[config.mk]
export PLATFORM = sky130hd
export DESIGN_NAME = seg_scan_decoder
export DESIGN_NICKNAME = d
export VERILOG_FILES = /design/src/rtl/seg_codes_pkg.sv /design/src/rtl/seg7_pattern_decode.sv /design/src/rtl/seg_scan_decoder.sv
export SDC_FILE = /design/constraint.sdc
export NUM_CORES = 1
export LEC_CHECK = 0
export ABC_AREA = 1
export CAP_MARGIN = 20
export CORE_MARGIN = 4
export CORE_UTILIZATION = 40
export CTS_CLUSTER_DIAMETER = 60
export DETAILED_ROUTE_END_ITERATION = 10
export GPL_ROUTABILITY_DRIVEN = 0
export HOLD_SLACK_MARGIN = 0.15
export PLACE_DENSITY = 0.65
export SLEW_MARGIN = 20
export SYNTH_ARGS = -nofsm -noshare
export SYNTH_HDL_FRONTEND = slang
export SYNTH_HIERARCHICAL = 1
export SYNTH_SLANG_ARGS = --single-unit
export TNS_END_PERCENT = 5
[constraint.sdc]
create_clock -name clk -period 6.2 [get_ports clk]
set_input_delay 0.62 -clock clk [delete_from_list [all_inputs] [get_ports clk]]
set_output_delay 0.62 -clock clk [all_outputs]
set_load 0.01 [all_outputs]
[src/rtl/seg_codes_pkg.sv]
// Shared seven-segment pattern, symbol code and anode constants for the
// vending-machine display driver and its readback decoder.
package seg_codes_pkg;

  localparam int unsigned SEG_W   = 7;
  localparam int unsigned DIG_W   = 4;
  localparam int unsigned CODE_W  = 4;
  localparam int unsigned FRAME_W = DIG_W * CODE_W;

  // Active-low segment patterns, bit6=g ... bit0=a
  localparam logic [SEG_W-1:0] SEG_0     = 7'b1000000;
  localparam logic [SEG_W-1:0] SEG_1     = 7'b1111001;
  localparam logic [SEG_W-1:0] SEG_2     = 7'b0100100;
  localparam logic [SEG_W-1:0] SEG_3     = 7'b0110000;
  localparam logic [SEG_W-1:0] SEG_4     = 7'b0011001;
  localparam logic [SEG_W-1:0] SEG_5     = 7'b0010010;
  localparam logic [SEG_W-1:0] SEG_6     = 7'b0000010;
  localparam logic [SEG_W-1:0] SEG_7     = 7'b1111000;
  localparam logic [SEG_W-1:0] SEG_8     = 7'b0000000;
  localparam logic [SEG_W-1:0] SEG_9     = 7'b0010000;
  localparam logic [SEG_W-1:0] SEG_M     = 7'b0101010;
  localparam logic [SEG_W-1:0] SEG_A     = 7'b0100000;
  localparam logic [SEG_W-1:0] SEG_S     = 7'b1010010;
  localparam logic [SEG_W-1:0] SEG_K     = 7'b0001010;
  localparam logic [SEG_W-1:0] SEG_BLANK = 7'b1111111;

  localparam logic [CODE_W-1:0] CODE_M     = 4'd10;
  localparam logic [CODE_W-1:0] CODE_A     = 4'd11;
  localparam logic [CODE_W-1:0] CODE_S     = 4'd12;
  localparam logic [CODE_W-1:0] CODE_K     = 4'd13;
  localparam logic [CODE_W-1:0] CODE_ERR   = 4'd14;
  localparam logic [CODE_W-1:0] CODE_BLANK = 4'd15;

  localparam logic [DIG_W-1:0] AN_POS0 = 4'b1110;
  localparam logic [DIG_W-1:0] AN_POS1 = 4'b1101;
  localparam logic [DIG_W-1:0] AN_POS2 = 4'b1011;
  localparam logic [DIG_W-1:0] AN_POS3 = 4'b0111;

  // Returns {valid, position}; idle or multi-select anodes are not valid.
  function automatic logic [2:0] an_decode(input logic [DIG_W-1:0] an);
    case (an)
      AN_POS0: return 3'b100;
      AN_POS1: return 3'b101;
      AN_POS2: return 3'b110;
      AN_POS3: return 3'b111;
      default: return 3'b000;
    endcase
  endfunction

endpackage

[src/rtl/seg7_pattern_decode.sv]
// Combinational seven-segment pattern to symbol code lookup; unknown
// patterns map to CODE_ERR and raise invalid_c.
module seg7_pattern_decode
  import seg_codes_pkg::*;
(
  input  logic [SEG_W-1:0]  seg_n,
  output logic [CODE_W-1:0] code_c,
  output logic              invalid_c
);

  always_comb begin
    code_c    = CODE_ERR;
    invalid_c = 1'b0;
    case (seg_n)
      SEG_0:     code_c = 4'd0;
      SEG_1:     code_c = 4'd1;
      SEG_2:     code_c = 4'd2;
      SEG_3:     code_c = 4'd3;
      SEG_4:     code_c = 4'd4;
      SEG_5:     code_c = 4'd5;
      SEG_6:     code_c = 4'd6;
      SEG_7:     code_c = 4'd7;
      SEG_8:     code_c = 4'd8;
      SEG_9:     code_c = 4'd9;
      SEG_M:     code_c = CODE_M;
      SEG_A:     code_c = CODE_A;
      SEG_S:     code_c = CODE_S;
      SEG_K:     code_c = CODE_K;
      SEG_BLANK: code_c = CODE_BLANK;
      default:   invalid_c = 1'b1;
    endcase
  end

endmodule

[src/rtl/seg_scan_decoder.sv]
// Reconstructs the four symbols shown on a multiplexed seven-segment display
// from its anode/segment lines and publishes them as atomic frames.
module seg_scan_decoder
  import seg_codes_pkg::*;
#(
  parameter int unsigned SETTLE  = 4,
  parameter int unsigned TIMEOUT = 65536,
  parameter int unsigned ERR_W   = 8
) (
  input  logic               clk,
  input  logic               rst,
  input  logic [DIG_W-1:0]   digit_n,
  input  logic [SEG_W-1:0]   seg_n,
  output logic [FRAME_W-1:0] code,
  output logic               frame_valid,
  output logic               frame_pulse,
  output logic               frame_changed,
  output logic               err_pattern,
  output logic [ERR_W-1:0]   err_cnt,
  output logic               scan_timeout
);

  localparam int unsigned SW = $clog2(SETTLE + 1);
  localparam int unsigned TW = $clog2(TIMEOUT + 1);

  logic [DIG_W-1:0]   dig_s1, dig_s2;
  logic [SEG_W-1:0]   seg_s1, seg_s2;
  logic [SW-1:0]      stab_cnt;
  logic [TW-1:0]      tmo_cnt;
  logic [DIG_W-1:0]   mask;
  logic [FRAME_W-1:0] shadow;

  logic               stable_c;
  logic               capture_c;
  logic               an_ok_c;
  logic [1:0]         pos_c;
  logic [CODE_W-1:0]  dec_code_c;
  logic               dec_invalid_c;

  // Two-flop synchronizers; reset to an idle, blank display
  always_ff @(posedge clk or posedge rst) begin
    if (rst) begin
      dig_s1 <= '1;
      dig_s2 <= '1;
      seg_s1 <= '1;
      seg_s2 <= '1;
    end else begin
      dig_s1 <= digit_n;
      dig_s2 <= dig_s1;
      seg_s1 <= seg_n;
      seg_s2 <= seg_s1;
    end
  end

  // dig_s1/seg_s1 are next cycle's synced values, so the counter clears on
  // the same edge the synced value changes
  assign stable_c = (dig_s1 == dig_s2) && (seg_s1 == seg_s2);

  always_ff @(posedge clk or posedge rst) begin
    if (rst) begin
      stab_cnt <= '0;
    end else if (!stable_c) begin
      stab_cnt <= '0;
    end else if (stab_cnt != SW'(SETTLE)) begin
      stab_cnt <= stab_cnt + SW'(1);
    end
  end

  assign {an_ok_c, pos_c} = an_decode(dig_s2);
  assign capture_c = stable_c && (stab_cnt == SW'(SETTLE - 1)) && an_ok_c;

  seg7_pattern_decode u_decode (
    .seg_n     (seg_s2),
    .code_c    (dec_code_c),
    .invalid_c (dec_invalid_c)
  );

  // Shadow capture, error accounting, scan timeout and frame publication
  always_ff @(posedge clk or posedge rst) begin
    if (rst) begin
      shadow        <= '1;
      mask          <= '0;
      code          <= '1;
      frame_valid   <= 1'b0;
      frame_pulse   <= 1'b0;
      frame_changed <= 1'b0;
      err_pattern   <= 1'b0;
      err_cnt       <= '0;
      tmo_cnt       <= '0;
      scan_timeout  <= 1'b0;
    end else begin
      err_pattern   <= 1'b0;
      frame_pulse   <= 1'b0;
      frame_changed <= 1'b0;
      if (capture_c) begin
        shadow[{pos_c, 2'b00} +: CODE_W] <= dec_code_c;
        mask[pos_c]  <= 1'b1;
        err_pattern  <= dec_invalid_c;
        if (dec_invalid_c && (err_cnt != {ERR_W{1'b1}})) begin
          err_cnt <= err_cnt + ERR_W'(1);
        end
        tmo_cnt      <= '0;
        scan_timeout <= 1'b0;
      end else if (tmo_cnt != TW'(TIMEOUT)) begin
        tmo_cnt <= tmo_cnt + TW'(1);
        if (tmo_cnt == TW'(TIMEOUT - 1)) begin
          scan_timeout <= 1'b1;
          frame_valid  <= 1'b0;
          mask         <= '0;
        end
      end
      // Captures are at least two cycles apart, so a full mask never
      // coincides with a new capture
      if (mask == {DIG_W{1'b1}}) begin
        code          <= shadow;
        frame_pulse   <= 1'b1;
        frame_valid   <= 1'b1;
        frame_changed <= (shadow != code);
        mask          <= '0;
      end
    end
  end

endmodule

---- Yosys cells after proc, flatten, opt, wreduce, memory -nomap -nowiden ----
Index checks and enable logic that the tools add are counted.
storage, ports and cells
  memories ................................ 0
  bits in registers ....................... 91
  bits of input ports ..................... 13
  logic and storage cells ................. 94
  memory bits (writable) .................. 0
  latch bits .............................. 0
  output and inout port bits .............. 29
  bits in read-only memories .............. 0
cells by class
  add/sub/neg operators ................... 4
  bitwise logic cells ..................... 1
  mux-type cells .......................... 24
  shift operators ......................... 2
  equal/unequal tests ..................... 29
  reductions and logical operators ........ 17
  div/mod/pow operators ................... 0
  $mul .................................... 0
  order comparisons ....................... 2
operator list
  kind                                                  number
  case mux 4 bit (15 select lines)                      1
  == test 7 bit, second input constant                  5
  two-way mux 17 bit                                    2
  == test 7 x 6 -> 1 bit, second input constant         4
  == test 7 x 5 -> 1 bit, second input constant         3
  adder 17 x 1 -> 17 bit, second input constant         1
  == test 17 x 16 -> 1 bit, second input constant       1
  != test 17 bit, second input constant                 1
  bitwise mux 16 bit                                    1
  == test 4 bit, second input constant                  4
  two-way mux 4 bit                                     4
  != test 16 bit                                        1
  variable shift 4 x 6 -> 16 bit, first input constant  1
  indexed part select 4 x 6 -> 16 bit                   1
  OR reduction 15 bit                                   1
  two-way mux 1 bit                                     12
  case mux 3 bit (4 select lines)                       1
  adder 8 x 1 -> 8 bit, second input constant           1
  != test 8 bit, second input constant                  1
  nonzero test 2 bit                                    4
  == test 7 x 2 -> 1 bit, second input constant         1
  == test 7 x 4 -> 1 bit, second input constant         1
  == test 7 bit                                         1
  zero test 7 bit                                       1
  other kinds (16)                                      25

---- Depth between registers and ports, before layout ----
Gate-level depths: netlist of run 1.
  word-level depth ........................ 9
  gate-level depth with buffers ........... 14
  depth with buffers taken out ............ 14

---- Hierarchy ----
The synthesis of run 1 kept the hierarchy.
modules (own cells, without submodules)
  module               seq. area each (sq um)  cells an instance  times used  area each (sq um)
  seg_scan_decoder     2344.7                  543                1           4579.4
  seg7_pattern_decode  0.0                     81                 1           369.1

---- Worst setup path after synthesis of run 1 ----
No wires, ideal clock.
  path kind ............................... reg2reg
  start point ............................. reg seg_s2[2]
  end point ............................... reg err_cnt[0]
  stages on the path, launching flop included .. 14
  library setup time ...................... 118 ps
  setup slack ............................. 4262 ps
  arrival ................................. 1820 ps
  data required time ...................... 6082 ps
  path through ............................ dfstp_2 -> nor2_2 -> nand2_4 -> nor2_1 -> nor2_1 -> nand2_1 -> nor2_2 -> nand2_2 -> inv_1 -> inv_1 -> a21oi_2 -> nand4_2 -> nand2_1 -> nand2_1
on the way
  longest elaborated chain between the ends .. 5
ends and longest elaborated chain
  item                                    RTL line                   source
  start, declared                         seg_scan_decoder.sv:27     logic [SEG_W-1:0] seg_s1, seg_s2;
  start signal, assigned                  seg_scan_decoder.sv:51     seg_s2 <= seg_s1;
  == test 7 bit (tied with other cells)   seg7_pattern_decode.sv:14  case (seg_n)
  OR reduction 15 bit (no source line) *  --
  two-way mux 1 bit *                     seg7_pattern_decode.sv:14
  via dec_invalid_c                       seg_scan_decoder.sv:38     logic dec_invalid_c;
  logical AND 1 bit *                     seg_scan_decoder.sv:99     if (dec_invalid_c && (err_cnt != {ERR_W{1'b1}})) begin
  AND reduction 2 bit (no source line) *  --
  end signal, assigned                    seg_scan_decoder.sv:100    err_cnt <= err_cnt + ERR_W'(1);
  end, declared                           seg_scan_decoder.sv:19     output logic [ERR_W-1:0] err_cnt,
The timed path passes the listed nets; every way through them passes the cells marked *.
A chain may end at the register's enable or synchronous reset.

---- Worst setup path in the final report of run 1 ----
  start point ............................. reg seg_s2[4]
  end point ............................... reg err_cnt[7]
Same word-level chain as after synthesis.

==> results.tsv, run 1 <==
metric	value	unit
outcome	finished, final reports clean	
mostFrequentLayoutCell	nand2_1	
avgRoutedWirePerCell	11.3	um
worst_setup_path_start_kind	register	
nets	697	
cts-resized-gates	0	
synth_top_family_by_area	simple AND/OR/NAND/NOR gates	
initial_core_util	0.410	
skew	0.00524	ns
htree_num_levels	3	
path_clk_slew	0.06	ns
ant_nets	0	
slew_headroom	0.495	
grt_pass1_wl	16700	um
drt-initial-drc-count	154	
drc	0	
synth_fp_nets	650	
root_buffer	clkbuf_16	
final_cell_mix	nand2_1, inv_1, nor2_1	
via_count	3937	
min_path_type	register to register	
vias_per_cell	4.66	
die_x	119	um
tightest_slew	0.757	ns
max_freq	428	MHz
synth-simple-area-share	0.343	
grt_pass1_vias	3903	
hpwl	7000	um
multi_input_area	2220	sq um
ys_types	31	
synth_compound_area_frac	0.0362	
fill_cells	1165	
path_class	register to register	
grt_usage	0.142	
num_rows	40	
synth_seq_cells	91	
yosys-mux-area-fraction	0	
hold_buffers	0	
utilization	0.484	
port_buffers	41	
antenna_found_initial	0	
dieArea	14200	sq um
p_leak	0.00281	uW
num_antenna_cells	0	
ios	42	
holdWs	0.372	ns
cp.required	6.43	ns
grt_max_degree	49	
cp_data_arrival_time	2.57	ns
seqCellArea	2340	sq um
synth_cells	624	
critPathMaxFanout	9	
cts_buffers	9	
powerDensity	212	nW/um^2
gr-total-overflow	0	
ys_seq_area_frac	0.474	
wirelength	9550	um
clk_latency	0.34	ns
drv_slew	0	
syn_area	4950	sq um
hold_viol_final	0	
synthAdderAreaFrac	0.0329	
period_share	0.377	
peakVddDrop	149	uV
syn2layout_area_growth	18.0	%
syn_area_per_cell	7.93	sq um
postCtsSetupRepairBufs	0	
rsz0062_at_grt	no	
drive_gt1_frac	0.192	
first_pass_iters	4	
synth_xor_area_frac	0.0372	
period_needed	2.34	ns
core_area	12100	sq um
die_y	119	um
final.setup.tns	0	ns
clock_path_buffers	2	
cts_tree	yes	
yosys_warnings	6	
setup_viol	0	
endpoint_kind	register	
max-cap-violations	0	
cts.sinks	91	
-- report_power, final --
part           switching, uW  internal (uW)
logic                   42.8           21.7
clock network            213            346
registers               8.68            609
-- synthesized netlist by cell type --
| cell type | n | area [sq um] |
|---|---|---|
| xnor2_1 | 9 | 78.8 |
| a21oi_1 | 6 | 30.0 |
| o21ai_2 | 1 | 8.76 |
| o21ai_0 | 17 | 85.1 |
| or2_1 | 1 | 6.26 |
| nand2_1 | 187 | 702 |
| clkinv_1 | 3 | 11.3 |
| or2_2 | 13 | 81.3 |
| nor2_2 | 15 | 93.8 |
| nand3b_1 | 2 | 15.0 |
| a31oi_1 | 2 | 12.5 |
| a21oi_2 | 2 | 17.5 |
| clkbuf_1 | 3 | 11.3 |
| dfstp_2 | 54 | 1420 |
| dfrtp_1 | 37 | 926 |
| nand4_1 | 21 | 131 |
| nor3_2 | 1 | 10.0 |
| nor2_1 | 67 | 251 |
| buf_6 | 4 | 45.0 |
| nand2_4 | 5 | 56.3 |
| ha_1 | 13 | 163 |
| nor2_4 | 1 | 11.3 |
| nand4_2 | 1 | 12.5 |
| nor3_1 | 6 | 30.0 |
| inv_1 | 73 | 274 |
| nand3_1 | 42 | 210 |
| nand3_2 | 5 | 50.1 |
| o21ai_1 | 5 | 25.0 |
| inv_2 | 10 | 37.5 |
| nand2_2 | 6 | 37.5 |
| xor2_1 | 12 | 105 |
-- final cells by class --
cell class | instances | share of cell area
clock buffers | 15 | 0.0476
clock inverters | 1 | 0.00514
inverters | 86 | 0.0555
multi-input cells | 440 | 0.381
flip-flops and latches | 91 | 0.402
well taps | 168 | 0.0360
repair buffers | 43 | 0.0729
-- metal layers --
layer / vias to the layer above / GRT usage / share of wire
li1: 2042 / - / -
met1: 1820 / 0.171 / 0.46
met2: 60 / 0.244 / 0.49
met3: 15 / 0.0309 / 0.034
met4: 0 / 0.0601 / 0.022
met5: - / 0 / 0
-- metrics by stage --
| stage | cell area (sq um) | power, uW | std cells | setup WS (ns) |
|---|---|---|---|---|
| 2_1_floorplan | 4950 | 671 | 624 | 3.31 |
| 3_3_place_gp | 5530 | 690 | 828 | 3.94 |
| 3_5_place_dp | 5530 | 693 | 828 | 3.83 |
| 4_1_cts | 5840 | 1260 | 844 | 3.82 |
| 5_1_grt | 5840 | 1290 | 844 | 3.62 |
| 6_report | 5840 | 1240 | 844 | 3.86 |
-- registers in the layout, summed over array words and instances, names as in the netlist --
register       flops
frame_changed      1
seg_s2             7
scan_timeout       1
dig_s1             4
dig_s2             4
err_pattern        1
tmo_cnt           17
mask               4
stab_cnt           3
seg_s1             7
code              16
frame_pulse        1
err_cnt            8
shadow            16
frame_valid        1
-- worst paths after layout --
kind	endpoint	slack (ns)	depth (start not counted)	from
max	err_cnt[7]	3.86	13	seg_s2[4]
max in group asynchronous	tmo_cnt[16]	4.45	3	rst
max reg2reg	err_cnt[7]	3.86	13	seg_s2[4]
min reg2reg	seg_s2[0]	0.37	0	seg_s1[0]
min	seg_s2[0]	0.37	0	seg_s1[0]
min in group asynchronous	err_cnt[0]	0.71	2	rst
-- critical path, cell delays in order, from the launching register on --
cell	delay, ns
dfstp_2	0.60
nor2_1	0.10
nand2_2	0.10
nor2_1	0.06
nor2_1	0.09
nand2_1	0.05
nor2_1	0.13
nand2_2	0.10
inv_1	0.08
inv_1	0.06
a21oi_2	0.35
nand4_2	0.29
nand2_1	0.13
nand2_1	0.06
-- kinds of logic after synthesis --
group	Yosys count
simple gates	373
buf+inv	93
flops	91
compound gates	33
xor+xnor	21
fa+ha+maj	13
(Power assumes the default switching activity.)
==> run 2: changes to the inputs <==
- clock period: 6.2 -> 2.29 ns (I/O delays scaled with it)
==> results.tsv, run 2 (synthesis results as in run 1) <==
metric	value	unit	change
tightest_slew	0.479	ns	was 0.757 ns
ios	42		unchanged
syn2layout_area_growth	19.2	%	was 18.0%
clk_latency	0.35	ns	was 0.34 ns
met1_length	4440	um	was 4340 um
clock_path_buffers	2		unchanged
placed_cells	833		was 828
cts_tree	yes		unchanged
max-cap-violations	0		unchanged
multi_input_area	2230	sq um	was 2220 sq um
slew_headroom	0.681		was 0.495
num_rows	40		unchanged
initial_core_util	0.410		unchanged
hold_viol_final	0		unchanged
reg_top3	tmo_cnt (17), code (16), shadow (16)		unchanged
top_register	tmo_cnt		unchanged
postCtsSetupRepairBufs	0		unchanged
final_cells	849		was 844
skew	0.00827	ns	was 0.00524 ns
period_needed	2.01	ns	was 2.34 ns
final_area	5900	sq um	was 5840 sq um
dpl_cell_area	5580	sq um	was 5530 sq um
core_area	12100	sq um	unchanged
antenna_found_initial	0		unchanged
die_x	119	um	unchanged
timing.rr.start	seg_s2[6]		was seg_s2[4]
grt_pass1_vias	3929		was 3,903
max_freq	498	MHz	was 428 MHz
grt_max_degree	92		was 49
vias_per_cell	4.72		was 4.66
final_cell_mix	nand2_1, inv_1, nor2_1		unchanged
port_buffers	41		unchanged
wirelength	9670	um	was 9550 um
drive_gt1_frac	0.198		was 0.192
ant_nets	0		unchanged
gr-total-overflow	0		unchanged
outcome	finished, final reports clean		unchanged
mostFrequentLayoutCell	nand2_1		unchanged
first_pass_iters	5		was 4
period_share	0.877		was 0.377
routed.top_layer	met4		unchanged
largest_reg_flops	17		unchanged
num_antenna_cells	0		unchanged
min_path_type	input pin to register		was register to register
dr_wl_met3	408	um	was 325 um
fill_cells	1127		was 1,165
finalPower	3390	uW	was 1240 uW
hpwl	7040	um	was 7000 um
nets	702		was 697
powerDensity	574	nW/um^2	was 212 nW/um^2
worst_setup_path_start_kind	register		unchanged
cts.sinks	91		unchanged
via_count	4007		was 3,937
dieArea	14200	sq um	unchanged
endpoint_kind	register		unchanged
wl_met2	4650	um	was 4660 um
cp.required	2.52	ns	was 6.43 ns
final.setup.tns	0	ns	unchanged
htree_num_levels	3		unchanged
rsz0062_at_grt	no		unchanged
drt-initial-drc-count	211		was 154
path_clk_slew	0.06	ns	about the same
seqCellArea	2340	sq um	unchanged
root_buffer	clkbuf_16		unchanged
cp_data_arrival_time	2.24	ns	was 2.57 ns
setup.worst_path.start	seg_s2[6]		was seg_s2[4]
min_from	digit_n[0]		was seg_s1[0]
setup_viol	0		unchanged
holdWs	0.290	ns	was 0.372 ns
grt_usage	0.145		was 0.142
p_leak	0.00285	uW	was 0.00281 uW
drv_slew	0		unchanged
hold_buffers	0		unchanged
cts_buffers	9		unchanged
path_class	register to register		unchanged
avgRoutedWirePerCell	11.4	um	was 11.3 um
peakVddDrop	321	uV	was 149 uV
drc	0		unchanged
die_y	119	um	unchanged
cts-resized-gates	0		unchanged
critPathMaxFanout	8		was 9
grt_pass1_wl	17000	um	was 16,700 um
run 2: cell types whose count changed in the layout (fill, tap and decap cells not counted), sizes merged:
cell,delta
clkbuf,-1
buf,+5
clkinvlp,+1
run 2: power breakdown:
part / switching (uW) / leakage, uW / internal (uW)
clock: 595 / 0.000152 / 941
sequential: 22.6 / 0.00106 / 1650
combinational: 118 / 0.00164 / 64.1
run 2: metrics by stage:
step | util | setup WS, ns
2_1_floorplan | - | 0.352
3_3_place_gp | 0.463 | 0.358
3_5_place_dp | 0.463 | 0.270
4_1_cts | 0.488 | 0.249
5_1_grt | 0.489 | 0.0518
6_report | 0.489 | 0.281
run 2: path summary, 6_finish.rpt:
check | to | slack (ns) | depth (start not counted)
max | err_cnt[2] | 0.28 | 13
min | dig_s1[0] | 0.29 | 1
max reg2reg | err_cnt[2] | 0.28 | 13
min reg2reg | seg_s2[1] | 0.37 | 0
max in group asynchronous | seg_s1[4] | 1.52 | 3
min in group asynchronous | tmo_cnt[13] | 0.35 | 3
run 2: per-layer routing:
layer  up-vias  GRT usage
met1      1854      0.178
met2        85      0.247
met4         0     0.0529
met5         -          0
li1       2051          -
met3        17     0.0361
run 2: area by class of cell:
type | instances | area share
clock buffers | 14 | 0.0466
clock inverters | 2 | 0.00594
inverters | 86 | 0.0553
multi-input cells | 440 | 0.378
flip-flops and latches | 91 | 0.397
well taps | 168 | 0.0356
repair buffers | 48 | 0.0806
run 2: critical path: stages (launching register included):
cell and delay (ns):
dfstp_2 0.57, inv_2 0.08, nand3_2 0.11, nor2_1 0.08
nor2_1 0.16, nand2_1 0.08, nor2_2 0.11, nand2_2 0.07
inv_1 0.06, inv_1 0.06, a21oi_2 0.18, nand4_4 0.18
nand2_1 0.09, nand2_1 0.06
==> run 3: changes to the inputs <==
- CORE_UTILIZATION: 40 -> 45
- PLACE_DENSITY: 0.65 -> 0.71
==> results.tsv, run 3 (synthesis results as in run 1) <==
metric	value	unit	change
first_pass_iters	5		unchanged
final.setup.worst_slack	0.293	ns	was 0.281 ns
peakVddDrop	316	uV	was 321 uV
endpoint_kind	register		unchanged
p_int	2270	uW	was 2650 uW
clk_latency	0.37	ns	was 0.35 ns
power_frac_seq	0.566		was 0.493
cts_buffers	9		unchanged
root_buffer	clkbuf_8		was clkbuf_16
cp.required	2.55	ns	was 2.52 ns
postCtsSetupRepairBufs	0		unchanged
fill_cells	1004		was 1,127
max_freq	501	MHz	was 498 MHz
grt_max_degree	26		was 92
outcome	finished, final reports clean		unchanged
largest_reg_flops	17		unchanged
critPathMaxFanout	8		unchanged
p_leak	0.00281	uW	was 0.00285 uW
cts.sinks	91		unchanged
ios	42		unchanged
drive_gt1_frac	0.201		was 0.198
top_register	tmo_cnt		unchanged
clkPwrFrac	0.370		was 0.453
grt_pass1_vias	3847		was 3,929
mostFrequentLayoutCell	nand2_1		unchanged
setup_viol	0		unchanged
final_cell_mix	nand2_1, inv_1, nor2_1		unchanged
tightest_slew	0.479	ns	about the same
wirelength	9640	um	was 9670 um
num_antenna_cells	0		unchanged
dieArea	12700	sq um	was 14,200 sq um
worst_setup_path_start_kind	register		unchanged
hold_viol_final	0		unchanged
powerDensity	510	nW/um^2	was 574 nW/um^2
drc	0		unchanged
syn2layout_area_growth	16.9	%	was 19.2%
die_y	113	um	was 119 um
drt-initial-drc-count	212		was 211
swShare	0.231		was 0.217
ant_nets	0		unchanged
pre_cts_ws	0.249	ns	was 0.270 ns
p_sw	683	uW	was 736 uW
rsz0062_at_grt	no		unchanged
grt_pass1_wl	16900	um	was 17,000 um
num_rows	38		was 40
period_share	0.872		was 0.877
reg_top3	tmo_cnt (17), code (16), shadow (16)		unchanged
skew	0.00710	ns	was 0.00827 ns
placed_cells	807		was 833
initial_core_util	0.458		was 0.410
hpwl	7310	um	was 7040 um
vias_per_cell	4.86		was 4.72
min_path_type	input pin to async pin		was input pin to register
avgRoutedWirePerCell	11.7	um	was 11.4 um
period_needed	2.00	ns	was 2.01 ns
cts-resized-gates	0		unchanged
drv_slew	0		unchanged
core_area	10800	sq um	was 12,100 sq um
max-cap-violations	0		unchanged
cts_tree	yes		unchanged
hold_buffers	0		unchanged
antenna_found_initial	0		unchanged
power.share.combinational	0.064		was 0.054
slew_headroom	0.680		was 0.681
cp_data_arrival_time	2.26	ns	was 2.24 ns
port_buffers	41		unchanged
path_class	register to register		unchanged
via_count	4003		was 4,007
clock_path_buffers	2		unchanged
nets	704		was 702
grt_usage	0.161		was 0.145
die_x	113	um	was 119 um
final.setup.tns	0	ns	unchanged
htree_num_levels	3		unchanged
final_cells	823		was 849
path_clk_slew	0.08	ns	was 0.06 ns
gr-total-overflow	0		unchanged
-- run 3: cell count changes in the layout (fill, tap and decap cells not counted) --
cell	previous run	this run
buf_12	1	2
clkinv_2	1	0
bufinv_16	1	0
clkbuf_16	10	1
buf_4	6	7
clkbuf_8	1	12
-- run 3: worst paths after layout --
check / from / end / slack, ns / depth (start not counted)
max in group asynchronous: rst / shadow[1] / 1.42 / 3
max reg2reg: seg_s2[3] / err_cnt[1] / 0.29 / 14
min reg2reg: seg_s1[4] / seg_s2[4] / 0.37 / 0
max: seg_s2[3] / err_cnt[1] / 0.29 / 14
min in group clk: seg_n[0] / seg_s1[0] / 0.26 / 1
min: rst / tmo_cnt[12] / 0.23 / 2
-- run 3: layer usage --
metal	share of wire	track usage	wire (um)	vias to the layer above
met5	0	0	0	-
met4	0.025	0.0809	242	0
met3	0.040	0.0262	381	21
met2	0.49	0.274	4690	69
met1	0.45	0.199	4320	1860
li1	-	-	-	2053
-- run 3: critical path, cell delays in order, from the launching register on --
cell and delay (ns):
dfstp_2 0.58, inv_1 0.07, nor2_2 0.13, nand2_1 0.07, nor2_1 0.24, nor2_1 0.09, nand2_1 0.09, nor2_2 0.04
nand2_2 0.07, inv_1 0.05, inv_1 0.08, a21oi_2 0.06, buf_4 0.17, nand3_1 0.08, nand2_1 0.05
-- run 3: layout make-up --
type,count,area (sq um),share of cell area
Sequential cell,91,2340,0.405
Multi-Input combinational cell,440,2230,0.386
Timing Repair Buffer,50,503,0.0870
Inverter,86,327,0.0565
Clock buffer,16,201,0.0348
Tap cell,140,175,0.0303
-- run 3: power by group through the flow --
stage | combinational, uW | clock, uW | sequential (uW)
finish | 189 | 1090 | 1670
global route | 216 | 1200 | 1670
CTS | 191 | 1130 | 1670
detailed placement | 191 | 0 | 1700
global placement | 184 | 0 | 1690
floorplan | 125 | 0 | 1690
-- run 3: metrics by stage --
| step | util | total power (uW) | hold slack [ns] | cell area [sq um] |
|---|---|---|---|---|
| finish | 0.536 | 2950 | 0.235 | 5780 |
| global route | 0.536 | 3090 | 0.243 | 5780 |
| CTS | 0.535 | 2990 | 0.239 | 5780 |
| detailed placement | 0.516 | 1890 | 0.364 | 5570 |
| global placement | 0.516 | 1880 | 0.364 | 5570 |
| floorplan | - | 1820 | 0.233 | 4950 |
